===== src/rtl/lcd_stream_tx.sv =====
// lcd_stream_tx: replays a line-ordered 15-bit frame store as an LCD pixel
// stream with DMG/CGB dot timing (456 dots x 154 lines, modes 2/3/0/1).
//
// Ports:
//   clk, reset_n     clock, asynchronous active-low reset
//   ce               dot enable (one dot per clk with ce=1)
//   enable           LCD on; low holds the block idle
//   pattern_sel      test-pattern select (LCD_TX_PATTERN_EN builds only)
//   ram_addr/ram_rd  frame-store read port; ram_q valid on the next clk
//   data/clkena      pixel output and its one-clk valid strobe
//   mode/ly/on       timing state (mode 0 hblank, 1 vblank, 2 OAM, 3 xfer)
//   vblank_pulse     one clk on entry to line VIS_H
//   frame_cnt        wrapping 5-bit frame counter
//
// Optional feature macro: LCD_TX_PATTERN_EN. When defined, pattern_sel=1
// replaces returned pixels with {frame_cnt, ly[7:3], x[7:3]}.
module lcd_stream_tx #(
    parameter int LINE_DOTS   = 456,
    parameter int OAM_DOTS    = 80,
    parameter int XFER_DOTS   = 172,
    parameter int VIS_W       = 160,
    parameter int VIS_H       = 144,
    parameter int TOTAL_LINES = 154
) (
    input  logic        clk,
    input  logic        reset_n,
    input  logic        ce,
    input  logic        enable,
    input  logic        pattern_sel,
    output logic [14:0] ram_addr,
    output logic        ram_rd,
    input  logic [14:0] ram_q,
    output logic [14:0] data,
    output logic        clkena,
    output logic [1:0]  mode,
    output logic        on,
    output logic [7:0]  ly,
    output logic        vblank_pulse,
    output logic [4:0]  frame_cnt
);

    localparam logic [8:0] L_DOT_LAST = 9'(LINE_DOTS - 1);
    localparam logic [8:0] L_OAM      = 9'(OAM_DOTS);
    localparam logic [8:0] L_XEND     = 9'(OAM_DOTS + XFER_DOTS);
    localparam logic [8:0] L_VISW     = 9'(VIS_W);
    localparam logic [7:0] L_LY_LAST  = 8'(TOTAL_LINES - 1);
    localparam logic [7:0] L_VISH     = 8'(VIS_H);

    typedef enum logic [1:0] {
        MODE_HBL  = 2'd0,
        MODE_VBL  = 2'd1,
        MODE_OAM  = 2'd2,
        MODE_XFER = 2'd3
    } mode_t;

    // r_run is clear until the first ce after enable/reset; that ce
    // lands on line 0, dot 0 instead of advancing the counters.
    logic        r_run;
    logic [8:0]  r_dot;
    logic [7:0]  r_ly;
    mode_t       r_mode;
    logic        r_on;
    logic        r_clkena;
    logic        r_ram_rd;
    logic [14:0] r_data;
    logic [14:0] r_ram_addr;
    logic [14:0] r_pix_addr;
    logic [4:0]  r_frame_cnt;
    logic        r_vblank_pulse;

    logic [8:0]  w_dot_nx;
    logic [7:0]  w_ly_nx;
    logic        w_line_wrap;
    logic        w_frame_wrap;
    mode_t       w_mode_nx;
    logic [8:0]  w_xoff;
    logic        w_fetch;
    logic        w_vbl_entry;
    logic [14:0] w_ret_data;

    // Next dot/line position if this cycle carries a ce.
    always_comb begin
        w_dot_nx     = r_dot;
        w_ly_nx      = r_ly;
        w_line_wrap  = 1'b0;
        w_frame_wrap = 1'b0;
        if (!r_run) begin
            w_dot_nx = '0;
            w_ly_nx  = '0;
        end else if (r_dot == L_DOT_LAST) begin
            w_dot_nx    = '0;
            w_line_wrap = 1'b1;
            if (r_ly == L_LY_LAST) begin
                w_ly_nx      = '0;
                w_frame_wrap = 1'b1;
            end else begin
                w_ly_nx = r_ly + 8'd1;
            end
        end else begin
            w_dot_nx = r_dot + 9'd1;
        end
    end

    // Mode decode from the updated position; fetch only on the first
    // VIS_W dots of mode 3.
    always_comb begin
        w_mode_nx = MODE_HBL;
        if (w_ly_nx >= L_VISH) begin
            w_mode_nx = MODE_VBL;
        end else if (w_dot_nx < L_OAM) begin
            w_mode_nx = MODE_OAM;
        end else if (w_dot_nx < L_XEND) begin
            w_mode_nx = MODE_XFER;
        end
        w_xoff      = w_dot_nx - L_OAM;
        w_fetch     = (w_mode_nx == MODE_XFER) && (w_xoff < L_VISW);
        w_vbl_entry = w_line_wrap && (w_ly_nx == L_VISH);
    end

`ifdef LCD_TX_PATTERN_EN
    // Pattern word captured at issue so it returns with the same
    // one-clk latency as the RAM data.
    logic        r_pat_sel;
    logic [14:0] r_pat;

    always_ff @(posedge clk or negedge reset_n) begin
        if (!reset_n) begin
            r_pat_sel <= 1'b0;
            r_pat     <= '0;
        end else if (!enable) begin
            r_pat_sel <= 1'b0;
            r_pat     <= '0;
        end else if (ce && w_fetch) begin
            r_pat_sel <= pattern_sel;
            r_pat     <= {r_frame_cnt, w_ly_nx[7:3], w_xoff[7:3]};
        end
    end

    assign w_ret_data = r_pat_sel ? r_pat : ram_q;
`else
    logic w_unused_pat;

    assign w_unused_pat = pattern_sel;
    assign w_ret_data   = ram_q;
`endif

    always_ff @(posedge clk or negedge reset_n) begin
        if (!reset_n) begin
            r_run          <= 1'b0;
            r_dot          <= '0;
            r_ly           <= '0;
            r_mode         <= MODE_HBL;
            r_on           <= 1'b0;
            r_clkena       <= 1'b0;
            r_ram_rd       <= 1'b0;
            r_data         <= '0;
            r_ram_addr     <= '0;
            r_pix_addr     <= '0;
            r_frame_cnt    <= '0;
            r_vblank_pulse <= 1'b0;
        end else begin
            r_on           <= enable;
            r_clkena       <= 1'b0;
            r_ram_rd       <= 1'b0;
            r_vblank_pulse <= 1'b0;
            if (!enable) begin
                // Idle; a read still in flight is dropped here.
                r_run      <= 1'b0;
                r_dot      <= '0;
                r_ly       <= '0;
                r_mode     <= MODE_HBL;
                r_data     <= '0;
                r_ram_addr <= '0;
                r_pix_addr <= '0;
            end else begin
                if (r_ram_rd) begin
                    r_clkena <= 1'b1;
                    r_data   <= w_ret_data;
                end
                if (ce) begin
                    r_run  <= 1'b1;
                    r_dot  <= w_dot_nx;
                    r_ly   <= w_ly_nx;
                    r_mode <= w_mode_nx;
                    if (w_vbl_entry) begin
                        r_vblank_pulse <= 1'b1;
                    end
                    if (w_frame_wrap) begin
                        r_frame_cnt <= r_frame_cnt + 5'd1;
                        r_pix_addr  <= '0;
                    end else if (w_fetch) begin
                        r_ram_rd   <= 1'b1;
                        r_ram_addr <= r_pix_addr;
                        r_pix_addr <= r_pix_addr + 15'd1;
                    end
                end
            end
        end
    end

    assign ram_addr     = r_ram_addr;
    assign ram_rd       = r_ram_rd;
    assign data         = r_data;
    assign clkena       = r_clkena;
    assign mode         = r_mode;
    assign on           = r_on;
    assign ly           = r_ly;
    assign vblank_pulse = r_vblank_pulse;
    assign frame_cnt    = r_frame_cnt;

endmodule


===== config.mk =====
export PLATFORM = sky130hd
export DESIGN_NAME = lcd_stream_tx
export DESIGN_NICKNAME = d
export VERILOG_FILES = /design/src/rtl/lcd_stream_tx.sv
export SDC_FILE = /design/constraint.sdc
export NUM_CORES = 1
export LEC_CHECK = 0
export ABC_AREA = 1
export BUFFER_PORTS_ARGS = -buffer_cell sky130_fd_sc_hd__buf_2
export CAP_MARGIN = 20
export CORE_ASPECT_RATIO = 1.25
export CORE_MARGIN = 2
export CORE_UTILIZATION = 60
export DETAILED_ROUTE_END_ITERATION = 7
export GPL_ROUTABILITY_DRIVEN = 0
export GPL_TIMING_DRIVEN = 0
export PLACE_DENSITY = 0.87
export SLEW_MARGIN = 20
export SYNTH_ARGS = -nofsm -noshare
export SYNTH_HDL_FRONTEND = slang
export SYNTH_SLANG_ARGS = --single-unit
export TNS_END_PERCENT = 100

===== constraint.sdc =====
create_clock -name clk -period 3.9 [get_ports clk]
set_clock_uncertainty 0.05 [all_clocks]
set_input_delay 0.78 -clock clk [delete_from_list [all_inputs] [get_ports clk]]
set_output_delay 0.78 -clock clk [all_outputs]
set_load 0.01 [all_outputs]

==> Word-level counts from Yosys, hierarchy flattened <==
Cells that the tools add are included.
{ "classes": {"n_addsub": 5, "n_lt_le_gt_ge": 4, "eq_ne": 9, "muxes": 40, "reduce_logical": 5} }
{ "op_table": {"columns": ["cell", "count"], "rows": [
  ["two-way mux 15 bit", 10],
  ["two-way mux 8 bit", 5],
  ["two-way mux 9 bit", 4],
  ["< comparator 9 x 8 -> 1 bit (second input constant)", 2],
  ["equality test 8 bit (second input constant)", 2],
  ["two-way mux 1 bit", 16],
  ["adder 15 x 1 -> 15 bit (second input constant)", 1],
  ["two-way mux 2 bit", 5],
  ["adder 9 x 1 -> 9 bit (second input constant)", 1],
  ["equality test 9 bit (second input constant)", 1],
  ["< comparator 9 x 7 -> 1 bit (second input constant)", 1],
  ["subtractor 9 x 7 -> 9 bit (second input constant)", 1],
  ["adder 8 x 1 -> 8 bit (second input constant)", 1],
  [">= comparator 8 bit (second input constant)", 1],
  ["AND reduction 3 bit", 2],
  ["adder 5 x 1 -> 5 bit (second input constant)", 1],
  ["!= test 2 x 1 -> 1 bit (second input constant)", 2],
  ["!= test 2 bit (second input constant)", 2],
  ["!= test 3 x 1 -> 1 bit (second input constant)", 1],
  ["equality test 2 bit (second input constant)", 1],
  ["logical AND 1 bit", 2],
  ["AND reduction 2 bit", 1]
]} }
{ "totals": {"regBits": 74, "in_bits": 20, "output_inout_bits": 49, "elab_cells": 75} }

==> Logic depth before layout (Yosys ltp) <==
{ "depth": {"word_depth": 13, "depth_mapped": 18, "ltp_nobuf": 17} }

==> Least setup slack after synthesis <==
OpenSTA, ideal clock, no wires.
{ "synth_path": {"kind": "reg-to-reg", "from": "register r_dot[0]", "to": "register r_pix_addr[11]", "setup_time_ps": 117, "arrival_ps": 2054, "required_ps": 3733, "setup_slack_ps": 1679, "path_stages_with_launch": 18, "n_path_buf": 1, "cell_sequence": "dfrtp_1 -> ha_1 -> nand2_2 -> inv_1 -> nand2_1 -> nand3_1 -> ha_1 -> inv_1 -> nand3_1 -> nand2_1 -> nand2_1 -> a21oi_2 -> nand2_4 -> nand2_4 -> nand2_4 -> buf_6 -> nand2_1 -> nand2_1"} }
{ "synth_between": {"elab_chain_cells": 11} }
{ "synth_rtl": {"columns": ["item", "line_no", "text"], "rows": [
  ["start, declared", "59", "logic [8:0] r_dot;"],
  ["start signal, assigned", "182", "r_dot <= w_dot_nx;"],
  ["parallel branches: the longest is 11 deep, another holds adder 9 x 1 -> 9 bit", null, null],
  ["end signal, assigned", "194", "r_pix_addr <= r_pix_addr + 15'd1;"],
  ["end, declared", "67", "logic [14:0] r_pix_addr;"]
]} }
Several ways; the timed one is not identified. The select of a mux whose other input is x is not followed.
A chain may end at the register's enable or synchronous reset.

==> Worst setup path in the final report <==
{ "layout_path": {"from": "register r_dot[1]", "to": "register r_ram_addr[13] (netlist: ram_addr[13])"} }
{ "layout_between": {"elab_chain_cells": 11} }
{ "layout_rtl": {"columns": ["item", "line_no", "text"], "rows": [
  ["parallel branches: the longest is 10 deep, another holds adder 9 x 1 -> 9 bit", null, null],
  ["AND reduction 3 bit (no source line) *", null, null],
  ["end signal, assigned", "193", "r_ram_addr <= r_pix_addr;"],
  ["end, declared", "66", "logic [14:0] r_ram_addr;"]
]} }
Mark *: on every way between the ends.

==> flow_metrics.py <==
metrics = {
    "status": {
        "status": "finished, final reports clean",
    },
    "clock_network": {
        "clock_latency_ps": 360,
        "cts.sinks": 74,
        "cts_resized": 0,
        "cts_inserted_buffers": 9,
        "cts_setup_buffers": 0,
        "path_clk_slew_ps": 80,
        "ctsRootBufferMaster": "clkbuf_8",
        "cts_hold_buf": 0,
        "cts_max_level": 3,
        "clk_path_buf_depth": 2,
        "tritoncts": "done",
    },
    "grt": {
        "antenna_found_initial": 0,
        "grt_pass1_wl_mm": 15.8,
        "busiest_layer": "met2",
        "grtUsageMet3_pct": 5.54,
        "met2_usage_pct": 48.5,
        "grt_use_total_pct": 27.5,
        "grt_remaining_overflow": 0,
        "grt_pass1_vias": 3480,
        "grt_max_degree": 46,
        "use_met1_pct": 32.3,
    },
    "detailed_routing": {
        "wl_per_cell_um": 14.1,
        "drc_errors": 0,
        "num_vias": 3688,
        "viasPerCell": 5.55,
        "routed_wirelength_mm": 9.33,
        "postRouteAntennaNets": 0,
        "drt_iter0_markers": 264,
        "firstDrtPassIters": 5,
    },
    "placement": {
        "hpwl_mm": 6.81,
        "post_dp_cell_area_um2": 4380,
        "port_buffers": 67,
    },
    "sta": {
        "final-max-slew-violation-count": 0,
        "hold_viol_final": 0,
        "period_share_pct": 66.0,
        "setup_viol": 0,
        "setup_tns_ps": 0,
        "period_needed_ps": 2580,
        "rsz0062_at_grt": "no",
        "tightestPinTransition_ps": 580,
        "slew_headroom_pct": 61.2,
        "fmax_ghz": 0.388,
    },
    "logic_synthesis": {
        "synth_cell_types": 37,
        "synth_edf_count": 0,
        "ys.flop_type": "dfrtp_1",
        "yosys_warnings": 0,
        "syn_area_per_cell_um2": 7.92,
        "synth_top_cell_by_area": "dfrtp_1",
        "ys_top_cells_by_area": "dfrtp_1 47%, nand2_1 16%, nand3_1 9.3%",
        "synth_area_um2": 3920,
        "synth_most_common_cell": "nand2_1",
        "syn_nets": 521,
        "synth_cells": 495,
        "ys_top_cells_by_count": "165 x nand2_1, 74 x dfrtp_1, 73 x nand3_1, 33 x inv_1, 30 x nor2_1",
        "ys_seq_elements": 74,
        "async_flop_share_pct": 100,
        "ys_seq_area_share_pct": 47.2,
        "yosysTopAreaCellShare_pct": 47.2,
    },
    "cells_and_area": {
        "final_area_um2": 4590,
        "diodes": 0,
        "syn_to_final_growth_pct": 17.1,
        "fillCellCount": 482,
        "drive_gt1_share_pct": 21.2,
        "nNetsFinal": 600,
    },
    "setup_path": {
        "r2r-start": "r_dot[1]",
        "r2r_cells": 17,
        "r2r-end": "ram_addr[13]",
        "end_kind": "register",
        "arrival_ps": 2770,
        "crit_required_ps": 4100,
        "worstSetupStartpointType": "register",
        "cp_max_fo": 10,
        "worstSetupPathType": "register to register",
        "r2r_slack_ps": 1320,
    },
    "worst_hold_path": {
        "hold_class": "input port to asynchronous set/reset pin",
    },
    "pwr": {
        "ir_drop_uv": 239,
        "switchingPower_uw": 377,
        "p_seq_share_pct": 52.5,
        "sw_frac_of_total_pct": 25.6,
        "combPwrFrac_pct": 4.8,
        "clkPwrFrac_pct": 42.7,
        "p_int_uw": 1090,
        "power_density_nw_per_um2": 320,
        "cellLeakagePower_uw": 0.00256,
    },
    "floorplanning": {
        "ios": 69,
        "design.core.area_um2": 6250,
        "die_height_um": 94.4,
        "die_area_um2": 7200,
        "start_util_pct": 62.8,
        "rows": 32,
        "die_w_um": 76.3,
    },
    "flow_run": {
        "maxCapViolCount": 0,
    },
}
## cell usage in the layout (no fill, tap or decap), types with 7 or more instances in the layout
cell type  count
nand4_1       11
o21ai_0       10
inv_1         33
dfrtp_1       74
a21oi_1        7
buf_2         69
nor2_1        30
inv_2          7
nor3_1         9
o22ai_1       11
clkbuf_8       9
nand3_1       73
nand2_2        7
nand2_1      165
## per-stage QoR
stage / total power (µW) / std cells / worst slack, ps / hold WS [ps] / utilization [%]
floorplan: 818 / 495 / 1680 / 432 / -
global placement: 854 / 647 / 1240 / 407 / 69.8
detailed placement: 859 / 648 / 1230 / 412 / 70.2
CTS: 1470 / 664 / 1320 / 303 / 73.5
global route: 1520 / 664 / 1020 / 316 / 73.5
finish: 1470 / 664 / 1320 / 291 / 73.5
## area by class of cell
class | count | area [µm²] | share of cell area [%]
clock buffer | 9 | 124 | 2.70
clock inverter | 7 | 83.8 | 1.83
inverter | 41 | 156 | 3.41
buffer | 15 | 93.8 | 2.04
sequential | 74 | 1850 | 40.3
multi-input combinational | 365 | 1820 | 39.6
timing repair buffer | 68 | 358 | 7.79
tap | 85 | 106 | 2.32
## sequential cells by signal, indices dropped and copies added (netlist names), 2 cells and up
name and cells:
ly 8, mode 2, frame_cnt 5, ram_addr 15
r_dot 9, data 15, r_pix_addr 15
## worst max path at each step
stage / start / endpoint / slack [ps] / cells after the start
2_1_floorplan: r_dot[0] / r_pix_addr[11] / 1680 / 17
3_3_place_gp: enable / frame_cnt[1] / 1240 / 6
3_5_place_dp: enable / frame_cnt[1] / 1230 / 6
4_1_cts: r_dot[0] / ram_addr[13] / 1320 / 17
5_1_grt: r_dot[0] / ram_addr[13] / 1020 / 17
6_report: r_dot[1] / ram_addr[13] / 1320 / 17
## cells by family after synthesis
family / Yosys count / share of synthesized area (%)
mux: 1 / 0.287
compound gates: 38 / 5.87
xor+xnor: 9 / 2.01
simple gates: 311 / 36.3
fa+ha+maj: 6 / 1.92
flops: 74 / 47.2
buf+inv: 56 / 6.38
## power groups by stage
stage | logic (µW) | clock network [µW] | registers, µW
6_report | 69.9 | 628 | 773
5_1_grt | 78.3 | 666 | 774
4_1_cts | 70.6 | 631 | 773
3_5_place_dp | 70.3 | 0 | 788
3_3_place_gp | 66.0 | 0 | 788
2_1_floorplan | 29.0 | 0 | 789
## metal layers
layer,share of wire [%],up-vias
met5,0,-
met4,3.4,0
met3,5.3,34
met2,52,135
met1,40,1733
li1,-,1786
## critical path: stages (launching register included)
cell     delay (ps)
dfrtp_1         420
ha_1            210
nand2_2         120
inv_1            70
nand2_1         100
nand3_1         160
ha_1            250
inv_1            50
nand3_1         110
nand2_1          90
nand2_1          80
nand2_1          60
nand3_1         100
nor2_4          150
nand2_2         140
buf_6           170
nand3_1          70
nand2_1          60
Note: power is estimated with default switching activity, not from simulation.
